<file path="src/rtl/pipe_stage_buf_pkg.sv">
// Shared types and constants for the inter-stage pipeline register:
// stall bus shape, enable/stop encodings and the buffer state encoding.
package pipe_stage_buf_pkg;

   localparam int STALL_W = 6;
   typedef logic [STALL_W-1:0] stall_bus_t;

   localparam logic ENABLE  = 1'b1;
   localparam logic DISABLE = 1'b0;
   localparam logic NO_STOP = 1'b0;
   localparam logic STOP    = 1'b1;

   typedef enum logic [1:0] {
      ST_EMPTY = 2'd0,
      ST_FULL  = 2'd1,
      ST_SKID  = 2'd2
   } state_t;

   // Number of entries held in a given state.
   function automatic logic [1:0] occupancy_of(state_t s);
      case (s)
         ST_FULL: occupancy_of = 2'd1;
         ST_SKID: occupancy_of = 2'd2;
         default: occupancy_of = 2'd0;
      endcase
   endfunction

endpackage

</file>
<file path="src/rtl/pipe_stage_buf_if.sv">
// valid/ready/data bundle for one side of a pipeline boundary.
// A transfer happens on a rising edge where valid and ready are both 1;
// the master holds data stable while valid=1 and ready=0.
interface pipe_stage_buf_if #(
   parameter int WIDTH = 140
);
   logic             valid;
   logic             ready;
   logic [WIDTH-1:0] data;

   modport master (output valid, output data, input  ready);
   modport slave  (input  valid, input  data, output ready);
endinterface

</file>
<file path="src/rtl/pipe_stage_buf_pipe_slot.sv">
// One payload register: clear beats load, async active-low reset
// and clear both restore the bubble value.
module pipe_slot #(
   parameter int               WIDTH     = 140,
   parameter logic [WIDTH-1:0] NOP_VALUE = '0
) (
   input  logic             clk,
   input  logic             rst,
   input  logic             ld_i,
   input  logic             clr_i,
   input  logic [WIDTH-1:0] d_i,
   output logic [WIDTH-1:0] q_o
);

   logic [WIDTH-1:0] data_q;
   logic [WIDTH-1:0] data_d;

   always_comb begin
      data_d = data_q;
      if (clr_i) begin
         data_d = NOP_VALUE;
      end else if (ld_i) begin
         data_d = d_i;
      end
   end

   always_ff @(posedge clk or negedge rst) begin
      if (!rst) begin
         data_q <= NOP_VALUE;
      end else begin
         data_q <= data_d;
      end
   end

   assign q_o = data_q;

endmodule

</file>
<file path="src/rtl/pipe_stage_buf.sv">
// Inter-stage pipeline register with valid/ready, stall hold, flush and an
// optional skid entry that keeps upstream ready a pure function of state.
module pipe_stage_buf
   import pipe_stage_buf_pkg::*;
#(
   parameter int               WIDTH     = 140,
   parameter logic [WIDTH-1:0] NOP_VALUE = '0,
   parameter int               STALL_BIT = 3,
   parameter bit               SKID_EN   = 1'b1
) (
   input  logic             clk,
   input  logic             rst,
   input  stall_bus_t       stall,
   input  logic             flush,
   pipe_stage_buf_if.slave  up_if,
   pipe_stage_buf_if.master dn_if,
   output logic [1:0]       occupancy,
   output state_t           state_o
);

   state_t           state_q;
   state_t           state_d;
   logic             hold;
   logic             adv;
   logic             in_ready;
   logic             accept;
   logic             main_ld;
   logic             main_clr;
   logic             main_from_skid;
   logic             skid_ld;
   logic             skid_clr;
   logic [WIDTH-1:0] main_d;
   logic [WIDTH-1:0] main_q;
   logic [WIDTH-1:0] skid_q;
   logic             unused_stall;

   assign hold     = stall[STALL_BIT] | ~dn_if.ready;
   assign adv      = ~hold;
   assign in_ready = SKID_EN ? (state_q != ST_SKID) : adv;
   assign accept   = up_if.valid & in_ready;

   assign unused_stall = ^stall;

   always_comb begin
      state_d        = state_q;
      main_ld        = 1'b0;
      main_clr       = 1'b0;
      main_from_skid = 1'b0;
      skid_ld        = 1'b0;
      skid_clr       = 1'b0;
      if (flush) begin
         // Flush overrides stall and drops anything offered this cycle.
         state_d  = ST_EMPTY;
         main_clr = 1'b1;
         skid_clr = 1'b1;
      end else begin
         case (state_q)
            ST_EMPTY: begin
               if (accept) begin
                  main_ld = 1'b1;
                  state_d = ST_FULL;
               end
            end
            ST_FULL: begin
               if (accept && adv) begin
                  main_ld = 1'b1;
               end else if (SKID_EN && accept && hold) begin
                  skid_ld = 1'b1;
                  state_d = ST_SKID;
               end else if (adv) begin
                  state_d = ST_EMPTY;
               end
            end
            ST_SKID: begin
               if (adv) begin
                  main_ld        = 1'b1;
                  main_from_skid = 1'b1;
                  skid_clr       = 1'b1;
                  state_d        = ST_FULL;
               end
            end
            default: state_d = ST_EMPTY;
         endcase
      end
   end

   always_ff @(posedge clk or negedge rst) begin
      if (!rst) begin
         state_q <= ST_EMPTY;
      end else begin
         state_q <= state_d;
      end
   end

   assign main_d = main_from_skid ? skid_q : up_if.data;

   pipe_slot #(.WIDTH(WIDTH), .NOP_VALUE(NOP_VALUE)) u_main (
      .clk   (clk),
      .rst   (rst),
      .ld_i  (main_ld),
      .clr_i (main_clr),
      .d_i   (main_d),
      .q_o   (main_q)
   );

   generate
      if (SKID_EN) begin : g_skid
         pipe_slot #(.WIDTH(WIDTH), .NOP_VALUE(NOP_VALUE)) u_skid (
            .clk   (clk),
            .rst   (rst),
            .ld_i  (skid_ld),
            .clr_i (skid_clr),
            .d_i   (up_if.data),
            .q_o   (skid_q)
         );
      end else begin : g_no_skid
         logic unused_skid;
         assign unused_skid = skid_ld | skid_clr;
         assign skid_q      = NOP_VALUE;
      end
   endgenerate

   assign up_if.ready = in_ready;
   assign dn_if.valid = (state_q != ST_EMPTY);
   // Downstream always sees an explicit bubble, never stale payload.
   assign dn_if.data  = (state_q != ST_EMPTY) ? main_q : NOP_VALUE;
   assign occupancy   = occupancy_of(state_q);
   assign state_o     = state_q;

endmodule

</file>
<file path="src/flat_wrapper.sv">
// flat-port wrapper written by rule: the top's interface ports become plain ports
module pipe_stage_buf_flat import pipe_stage_buf_pkg::*;
#(
   parameter int               WIDTH     = 140,
   parameter logic [WIDTH-1:0] NOP_VALUE = '0,
   parameter int               STALL_BIT = 3,
   parameter bit               SKID_EN   = 1'b1
)
  (clk, rst, stall, flush, occupancy, state_o, up_if_valid, up_if_data, up_if_ready, dn_if_valid, dn_if_data, dn_if_ready);
  pipe_stage_buf_if #(.WIDTH(WIDTH)) up_if_i ();
  pipe_stage_buf_if #(.WIDTH(WIDTH)) dn_if_i ();
  input  logic clk;
  input  logic rst;
  input  stall_bus_t stall;
  input  logic flush;
  output logic [1:0] occupancy;
  output state_t state_o;
  input wire logic [$bits(up_if_i.valid)-1:0] up_if_valid;
  input wire logic [$bits(up_if_i.data)-1:0] up_if_data;
  output wire logic [$bits(up_if_i.ready)-1:0] up_if_ready;
  output wire logic [$bits(dn_if_i.valid)-1:0] dn_if_valid;
  output wire logic [$bits(dn_if_i.data)-1:0] dn_if_data;
  input wire logic [$bits(dn_if_i.ready)-1:0] dn_if_ready;
  assign up_if_i.valid = up_if_valid;
  assign up_if_i.data = up_if_data;
  assign up_if_ready = up_if_i.ready;
  assign dn_if_valid = dn_if_i.valid;
  assign dn_if_data = dn_if_i.data;
  assign dn_if_i.ready = dn_if_ready;
  pipe_stage_buf #(.WIDTH(WIDTH), .NOP_VALUE(NOP_VALUE), .STALL_BIT(STALL_BIT), .SKID_EN(SKID_EN)) u_core (.clk(clk), .rst(rst), .stall(stall), .flush(flush), .up_if(up_if_i), .dn_if(dn_if_i), .occupancy(occupancy), .state_o(state_o));
endmodule
</file>
<file path="config.mk">
export PLATFORM = sky130hd
export DESIGN_NAME = pipe_stage_buf_flat
export DESIGN_NICKNAME = d
export VERILOG_FILES = /design/src/rtl/pipe_stage_buf_pkg.sv /design/src/rtl/pipe_stage_buf_if.sv /design/src/rtl/pipe_stage_buf_pipe_slot.sv /design/src/rtl/pipe_stage_buf.sv /design/src/flat_wrapper.sv
export SDC_FILE = /design/constraint.sdc
export NUM_CORES = 1
export LEC_CHECK = 0
export CORE_MARGIN = 1
export CORE_UTILIZATION = 35
export CTS_BUF_LIST = sky130_fd_sc_hd__clkbuf_8
export DETAILED_ROUTE_END_ITERATION = 7
export PLACE_DENSITY_LB_ADDON = 0.08
export SYNTH_ARGS = -nofsm -noshare
export SYNTH_HDL_FRONTEND = slang
export SYNTH_HIERARCHICAL = 1
export SYNTH_SLANG_ARGS = --single-unit
</file>
<file path="constraint.sdc">
create_clock -name clk -period 3.9 [get_ports clk]
set_clock_uncertainty 0.2 [all_clocks]
set_input_delay 0.39 -clock clk [delete_from_list [all_inputs] [get_ports clk]]
set_output_delay 0.39 -clock clk [all_outputs]
set_load 0.1 [all_outputs]
</file>
==> results.yml <==
outcome:
  status: "finished clean"
yosys:
  synth_edf_count: 0
  synth_top_area_frac: 0.495
  ys_seq_area_frac: 0.495
  syn_nets: 1390
  yosysUniqueCellTypes: 25
  syn-cell-area_mm2: 0.0143
  synth_seq_cells: 282
  ys.flop_type: "dfrtp_1"
  async_reset_ff_frac: 1.00
  avgSynthCellArea_um2: 11.5
  yosys.area.top_type: "dfrtp_1"
  synth_common_cells: "282 x dfrtp_1, 282 x nor2_1, 281 x mux2i_1"
  ys.warnings.count: 6
  synth_area_leaders: "dfrtp_1 49%, mux2i_1 20%, mux2_1 7.9%, nor2_1 7.4%, and2_1 6.1%"
  synth_cells: 1239
timing:
  hold_viol: 0
  finalCritPeriodShare: 0.805
  rsz0062_at_grt: "false"
  max_slew.worst_pin.slew_ns: 1.06
  tns_ns: 0
  hold_slack_ns: 0.202
  fin_crit_ns: 3.14
  setup_slack_ns: 0.762
  finalSetupViolCount: 0
  slew_headroom: 0.289
  slew_viol_final: 0
  max_freq_mhz: 319
final_layout:
  finalNonFillerCells: 2072
  syn_to_final_growth_pct: 26.3
  drive_gt1_frac: 0.173
  nets: 1657
  n_antenna_cell: 0
worst_setup_path:
  cp.required_ns: 3.31
  crit_fanout: 6
  cp-start-kind: "register"
  critical_path_arrival_ns: 2.55
  cp-end-kind: "output pin"
  critical_path_class: "register to output pin"
routing:
  via_per_inst: 4.74
  wirelength_mm: 38.2
  ant_nets: 0
  remaining_drc_errors: 0
  dr.first_iter.drc_count: 421
  wl_per_cell_um: 18.4
  vias: 9814
  drt_first_pass_iters: 4
placed_design:
  dp.cells: 1974
  place_hpwl_mm: 21.2
  portBuffers: 291
  gp_congestion: 0.736
  post-place-ws_ns: 0.971
clock_tree:
  clock_tree.root_cell: "clkbuf_8"
  cts_resized: 0
  cts_hold_buf: 1
  cts_tree: "done"
  clk_latency_ns: 0.62
  htreeDepth: 2
  post_cts_buffers: 0
  clk_pin_slew_worst_paths_ns: 0.06
  clockBufferDepth: 3
  cts_sinks: 282
  cts_buffers: 54
global_route:
  grt_pass1_vias: 10400
  grtUsageTotal: 0.186
  gr-total-overflow: 0
  antenna_found_initial: 5
  grt_pass1_wl_mm: 60.0
  grt_max_degree: 141
power_and_ir_drop:
  p_total_mw: 7.16
  irDropWorstVdd_mv: 0.264
  power_density_mw_per_mm2: 398
  total_leakage_power_nw: 8.15
floorplan:
  core_mm2: 0.0399
  die_w_um: 204
  die_h_um: 204
  ios: 297
  die-area_mm2: 0.0416
  rows: 73
  start_util: 0.357
worst_hold_path:
  hold_path_class: "input pin to asynchronous set/reset pin"
job:
  max-cap-violations: 0
==> sequential cells by signal (all words and copies together) (netlist names) <==
name	flops
u_core/g_skid.u_skid/q_o	140
u_core/u_main/q_o	140
u_core/state_o	2
==> metal layers <==
layer | vias up | global-route usage | part of all wire
li1 | 4680 | - | -
met1 | 4843 | 0.254 | 0.47
met2 | 223 | 0.284 | 0.45
met3 | 60 | 0.0491 | 0.057
met4 | 8 | 0.0588 | 0.021
met5 | - | 0 | 0.0015
==> power by group <==
group,internal (mW),switching (mW)
logic,0.454,0.858
registers,3.05,0.0572
clock network,1.49,1.26
total,4.99,2.17
==> critical path, cell delays in order, from the launching register on <==
cell,delay [ns]
dfrtp_1,0.42
nand2b_2,0.27
clkinvlp_4,0.12
clkdlybuf4s50_1,1.13
==> metrics by stage <==
stage,util,area [µm²]
2_1_floorplan,-,14300
3_3_place_gp,0.426,17000
3_5_place_dp,0.426,17000
4_1_cts,0.451,18000
5_1_grt,0.451,18000
6_report,0.451,18000
==> final timing paths <==
check / endpoint / slack, ns / cells after the start / start
setup reg to reg: u_core/u_main/q_o[90] / 1.41 / 7 / u_core/state_o[0]
hold reg to reg: u_core/u_main/q_o[6] / 0.31 / 2 / u_core/u_main/q_o[6]
setup / recovery: occupancy[1] / 0.76 / 3 / u_core/state_o[0]
hold / removal: u_core/g_skid.u_skid/q_o[103] / 0.20 / 2 / rst
min in group clk: u_core/g_skid.u_skid/q_o[57] / 0.21 / 3 / up_if_data[57]
max in group asynchronous: u_core/g_skid.u_skid/q_o[33] / 2.33 / 3 / rst
==> area by class of cell <==
type	instances	area, µm²
clock buffer	65	895
clock inverter	32	120
fill	3829	21900
inverter	2	12.5
multi-input combinational	860	6460
sequential	282	7060
tap	525	657
timing repair buffer	306	2810
==> layout by cell type, fill, tap and decap left out <==
| cell type | Yosys | final |
|---|---|---|
| nor2_1 | 282 | 282 |
| dfrtp_1 | 282 | 282 |
| mux2i_1 | 281 | 281 |
| clkdlybuf4s50_1 | 0 | 149 |
| buf_4 | 10 | 145 |
| and2_1 | 140 | 140 |
| mux2_1 | 100 | 100 |
| clkbuf_8 | 0 | 65 |
| mux2_2 | 40 | 40 |
| inv_1 | 2 | 32 |
| buf_12 | 2 | 10 |
| nor2b_1 | 4 | 4 |
| nand2_1 | 2 | 2 |
| o21ai_0 | 2 | 2 |
| dlygate4sd3_1 | 0 | 1 |
| buf_8 | 20 | 1 |
| clkinv_2 | 0 | 1 |
| nand2b_2 | 0 | 1 |
| clkinvlp_4 | 0 | 1 |
| nand2b_1 | 2 | 1 |
| nor3_4 | 0 | 1 |
| a21o_4 | 0 | 1 |
| nor3_2 | 1 | 1 |
| a21oi_4 | 0 | 1 |
| a211oi_1 | 1 | 1 |
| and3b_1 | 1 | 1 |
| o31ai_1 | 1 | 1 |
==> kinds of logic (layout without fill, tap and decap cells) <==
logic type,count (synthesis),after routing,share of synthesized area
AO/OA/AOI/OAI,6,6,0.00263
buffers and inverters,97,405,0.0542
flip-flops,282,282,0.495
multiplexers,421,421,0.308
AND/OR/NAND/NOR,433,433,0.140
Power figures use the tool's default switching activity.
